<file path="src/rtl/fw_boot_loader.sv">
// fw_boot_loader: streams a firmware image into memory at LOAD_BASE, points the 6502
// reset vector at it, then releases the CPU from reset.
module fw_boot_loader #(
    parameter int                    ADDR_WIDTH = 16,
    parameter int                    REG_WIDTH  = 8,
    parameter logic [ADDR_WIDTH-1:0] LOAD_BASE  = 16'h8000,
    parameter int                    MAX_SIZE   = 4096,
    parameter logic [ADDR_WIDTH-1:0] VEC_ADDR   = 16'hFFFC
) (
    input  logic                  clk,
    input  logic                  reset_n,
    input  logic                  start,
    input  logic                  byte_valid,
    input  logic [REG_WIDTH-1:0]  byte_data,
    input  logic                  byte_last,
    output logic                  byte_ready,
    output logic                  mem_we,
    output logic [ADDR_WIDTH-1:0] mem_addr,
    output logic [REG_WIDTH-1:0]  mem_din,
    output logic                  cpu_reset_n,
    output logic                  busy,
    output logic                  done,
    output logic                  error,
    output logic [ADDR_WIDTH-1:0] load_count
);
    typedef enum logic [2:0] {S_IDLE, S_LOAD, S_VEC_LO, S_VEC_HI, S_DONE, S_ERROR} state_t;

    localparam logic [ADDR_WIDTH-1:0] LP_LAST_IDX = ADDR_WIDTH'(MAX_SIZE - 1);
    localparam logic [ADDR_WIDTH-1:0] LP_ONE      = ADDR_WIDTH'(1);

    state_t                r_state, w_next;
    logic [ADDR_WIDTH-1:0] r_count, w_count;
    logic [ADDR_WIDTH-1:0] r_mem_addr, w_addr;
    logic [REG_WIDTH-1:0]  r_mem_din, w_din;
    logic                  r_mem_we, w_we;
    logic                  r_released;
    logic                  w_accept;

    assign byte_ready = r_state == S_LOAD;
    assign w_accept   = byte_valid & byte_ready;

    always_comb begin
        w_next  = r_state;
        w_count = r_count;
        w_we    = 1'b0;
        w_addr  = r_mem_addr;
        w_din   = r_mem_din;
        case (r_state)
            S_IDLE, S_DONE, S_ERROR: if (start) begin
                w_next  = S_LOAD;
                w_count = '0;
            end
            S_LOAD: if (w_accept) begin
                w_we    = 1'b1;
                w_addr  = LOAD_BASE + r_count;
                w_din   = byte_data;
                w_count = r_count + LP_ONE;
                w_next  = byte_last ? S_VEC_LO : (r_count == LP_LAST_IDX ? S_ERROR : S_LOAD);
            end
            S_VEC_LO: begin
                w_we   = 1'b1;
                w_addr = VEC_ADDR;
                w_din  = REG_WIDTH'(LOAD_BASE[7:0]);
                w_next = S_VEC_HI;
            end
            S_VEC_HI: begin
                w_we   = 1'b1;
                w_addr = VEC_ADDR + LP_ONE;
                w_din  = REG_WIDTH'(LOAD_BASE[15:8]);
                w_next = S_DONE;
            end
            default: w_next = S_IDLE;
        endcase
    end

    // Release waits one extra cycle in DONE so the high vector byte is captured first.
    always_ff @(posedge clk or negedge reset_n) begin
        if (!reset_n) begin
            r_state    <= S_IDLE;
            r_count    <= '0;
            r_mem_we   <= 1'b0;
            r_mem_addr <= '0;
            r_mem_din  <= '0;
            r_released <= 1'b0;
        end else begin
            r_state    <= w_next;
            r_count    <= w_count;
            r_mem_we   <= w_we;
            r_mem_addr <= w_addr;
            r_mem_din  <= w_din;
            r_released <= (r_state == S_DONE) && (w_next == S_DONE);
        end
    end

    assign mem_we      = r_mem_we;
    assign mem_addr    = r_mem_addr;
    assign mem_din     = r_mem_din;
    assign load_count  = r_count;
    assign cpu_reset_n = r_released;
    assign done        = r_released;
    assign busy        = (r_state == S_LOAD) || (r_state == S_VEC_LO) || (r_state == S_VEC_HI);
    assign error       = r_state == S_ERROR;
endmodule

</file>
<file path="config.mk">
export PLATFORM = sky130hd
export DESIGN_NAME = fw_boot_loader
export DESIGN_NICKNAME = d
export VERILOG_FILES = /design/src/rtl/fw_boot_loader.sv
export SDC_FILE = /design/constraint.sdc
export NUM_CORES = 1
export LEC_CHECK = 0
export CAP_MARGIN = 20
export CORE_MARGIN = 2
export CORE_UTILIZATION = 47
export DETAILED_ROUTE_END_ITERATION = 8
export PLACE_DENSITY = 0.79
export SYNTH_ARGS = -nofsm -noshare
export SYNTH_HDL_FRONTEND = slang
export SYNTH_SLANG_ARGS = --single-unit
</file>
<file path="constraint.sdc">
create_clock -name clk -period 2.8 [get_ports clk]
set_input_delay 0.28 -clock clk [delete_from_list [all_inputs] [get_ports clk]]
set_output_delay 0.28 -clock clk [all_outputs]
set_load 0.1 [all_outputs]
</file>
==> metrics <==
Setup TNS=0 ns; total vias in the final route=1,815; Port Buf Inserts=58; total CTS buffers=5; Via density=5.52; Mapped Area=2100 um2; Starting Density=48.5%; worst-path cell chain=nand2b_1 > o21ai_1 > buf_4; detailed placement HPWL=3200 um; Seq/Total Area, Yosys=53.7%; Worst Setup Slack, final=0.625 ns; post-synthesis register bit count=45; RR Startpoint=r_state[2]$_DFF_PN0_; combined area of the multi-input logic cells=872 um2; Post-CTS Hold Buffers=0; first-pass GRT wire length=7770 um; Clk Latency, worst-skew pair=0.29 ns; RSZ-0062 raised after global routing=no; worst stage delay on the critical path=0.49 ns; Startpoint Class=flop; Slew Limit Fails=0; syn_nets=239; Avg WL per Cell=14.2 um; drt first pass iters=5; post-CTS sizing=0; vias in the first global route=1,620; Synth cell types=33; WHS=0.437 ns; Final min period=2.18 ns; critical path peak fanout=16; final hold violation count=0; Post-layout nets=291; GRT Util Overall=19.6%; Synth warnings=0; Final Cycle Share=77.7%; HP Class=primary input to asynchronous set/reset pin; core area=4320 um2; initial antenna violation count=0; Post-synth ARST share=100%; # setup viols final=0; die area=5010 um2; layout cell share with drive strength beyond 1=22.4%; antenna viol nets, final=0; Place WS=0.417 ns; fill cell total of the finished layout=394; Max stage delay cell, worst path=dfrtp_1; final wirelength=4690 um; Synth Instances=225; dpl cells=320; largest net degree at the start of global routing=46; number of flops mapped to enable cells by yosys=0; status=finished clean; Mean Syn Cell Area=9.31 um2; Die Span Y=70.8 um; clk_skew=0.00477 ns; Slew headroom=42.8%; R2R setup slack=0.70 ns; Row Count=24; Main synth FF type=dfrtp_1; die outline width=70.8 um; H-tree levels=2; DR iter-0 viols=138; Least-Margin Pin Slew=0.854 ns; DRC Markers=0; clock tree sinks=45; critical path class=flop to output port; total gr overflow=0; Worst Setup End Kind=output port; Placer Congestion=0.774; max_cap viols=0; Top Family by Delay on Critical Path=flip-flops; CTS Root Buffer Type=clkbuf_8; Top-Level Pins=59; crit path DAT=1.90 ns; CTS Buffer Depth=2; Synth-to-Final Area Change=27.8%; number of diodes=0; crit path from=r_state[2]$_DFF_PN0_; CTS tree=done; clk slew on worst S/H paths=0.08 ns; CP required=2.52 ns; max frequency=460 MHz; Register Area=1130 um2; Non-Filler Instances=329; setup repair bufs after CTS=0; WP buf/inv=1
-- worst reg2reg max path, stage by stage, from the launching register on --
cell	delay, ns
dfrtp_1	0.52
nand2b_1	0.25
a31oi_1	0.33
buf_4	0.28
or4_1	0.49
a21oi_1	0.15
-- cells by family after synthesis --
group	synth area share, %
buf+inv	4.66
xor+xnor	2.09
compound gates	12.6
fa+ha+maj	0.597
flops	53.7
simple gates	26.3
-- routing by layer --
metal,wire [um],track usage (%),vias up
met5,0,0,-
met4,54,6.29,0
met3,212,4.99,5
met2,2260,30.8,37
met1,2170,26.7,882
li1,-,-,891
-- path summary, 6_finish.rpt --
kind                                         endpoint  depth (start not counted)
max                                              busy                          3
max reg2reg                load_count[11]$_DFFE_PN0P_                          5
max in group asynchronous     mem_addr[6]$_DFFE_PN0P_                          3
min                              r_state[1]$_DFF_PN0_                          2
min reg2reg                   mem_addr[5]$_DFFE_PN0P_                          2
min in group clk              mem_addr[5]$_DFFE_PN0P_                          2
-- cell usage after synthesis (all sizes together) (2+ instances only) --
| cell type | count | area share (%) |
|---|---|---|
| a21oi | 20 | 4.8 |
| o22ai | 2 | 0.60 |
| or3 | 3 | 0.90 |
| dfrtp | 45 | 54 |
| nand3 | 16 | 3.8 |
| nand2 | 54 | 9.7 |
| buf | 5 | 1.6 |
| and3 | 4 | 1.2 |
| o31ai | 7 | 2.5 |
| clkbuf | 13 | 2.3 |
| nor3 | 2 | 0.48 |
| o211ai | 4 | 1.4 |
| nand4 | 5 | 1.5 |
| or4 | 9 | 3.4 |
| inv | 4 | 0.72 |
| o21ai | 6 | 1.4 |
| or2 | 3 | 0.90 |
| xnor2 | 3 | 1.3 |
| nor2 | 7 | 1.3 |
| xor2 | 2 | 0.84 |
| nand2b | 3 | 0.90 |
-- through the flow --
step | cell area [um2] | util [%]
global placement | 2560 | 59.2
detailed placement | 2560 | 59.2
floorplan | 2100 | -
global route | 2680 | 61.9
finish | 2680 | 61.9
CTS | 2650 | 61.2
-- registers in the layout, summed over array words and instances, names as in the netlist --
name	flops
mem_addr	16
r_state	3
load_count	16
mem_din	8
cpu_reset_n	1
mem_we	1
-- cells in the final DEF, fill, tap and decap left out, types with 3 or more instances in the layout --
cell	Yosys	routed
nand3_1	16	16
o31ai_1	7	7
clkbuf_8	0	6
xnor2_1	3	3
inv_1	4	4
o211ai_1	4	4
nand4_1	5	5
o21ai_0	6	5
nand2b_1	3	3
buf_4	1	49
clkdlybuf4s50_1	0	11
nand2_1	54	54
or4_1	8	8
and3_1	4	4
or3_1	3	3
a21oi_1	20	20
dfrtp_1	45	45
nor2_1	7	7
-- area by class of cell --
type	instances	area share, %
repair buffers	63	19.2
well taps	52	2.43
clock buffers	7	3.22
multi-input cells	158	32.6
flip-flops and latches	45	42.1
inverters	4	0.561
Power is left out: the tool's default activity adds up to more than one toggle a clock period on the data nets, which glitch-free logic cannot reach.
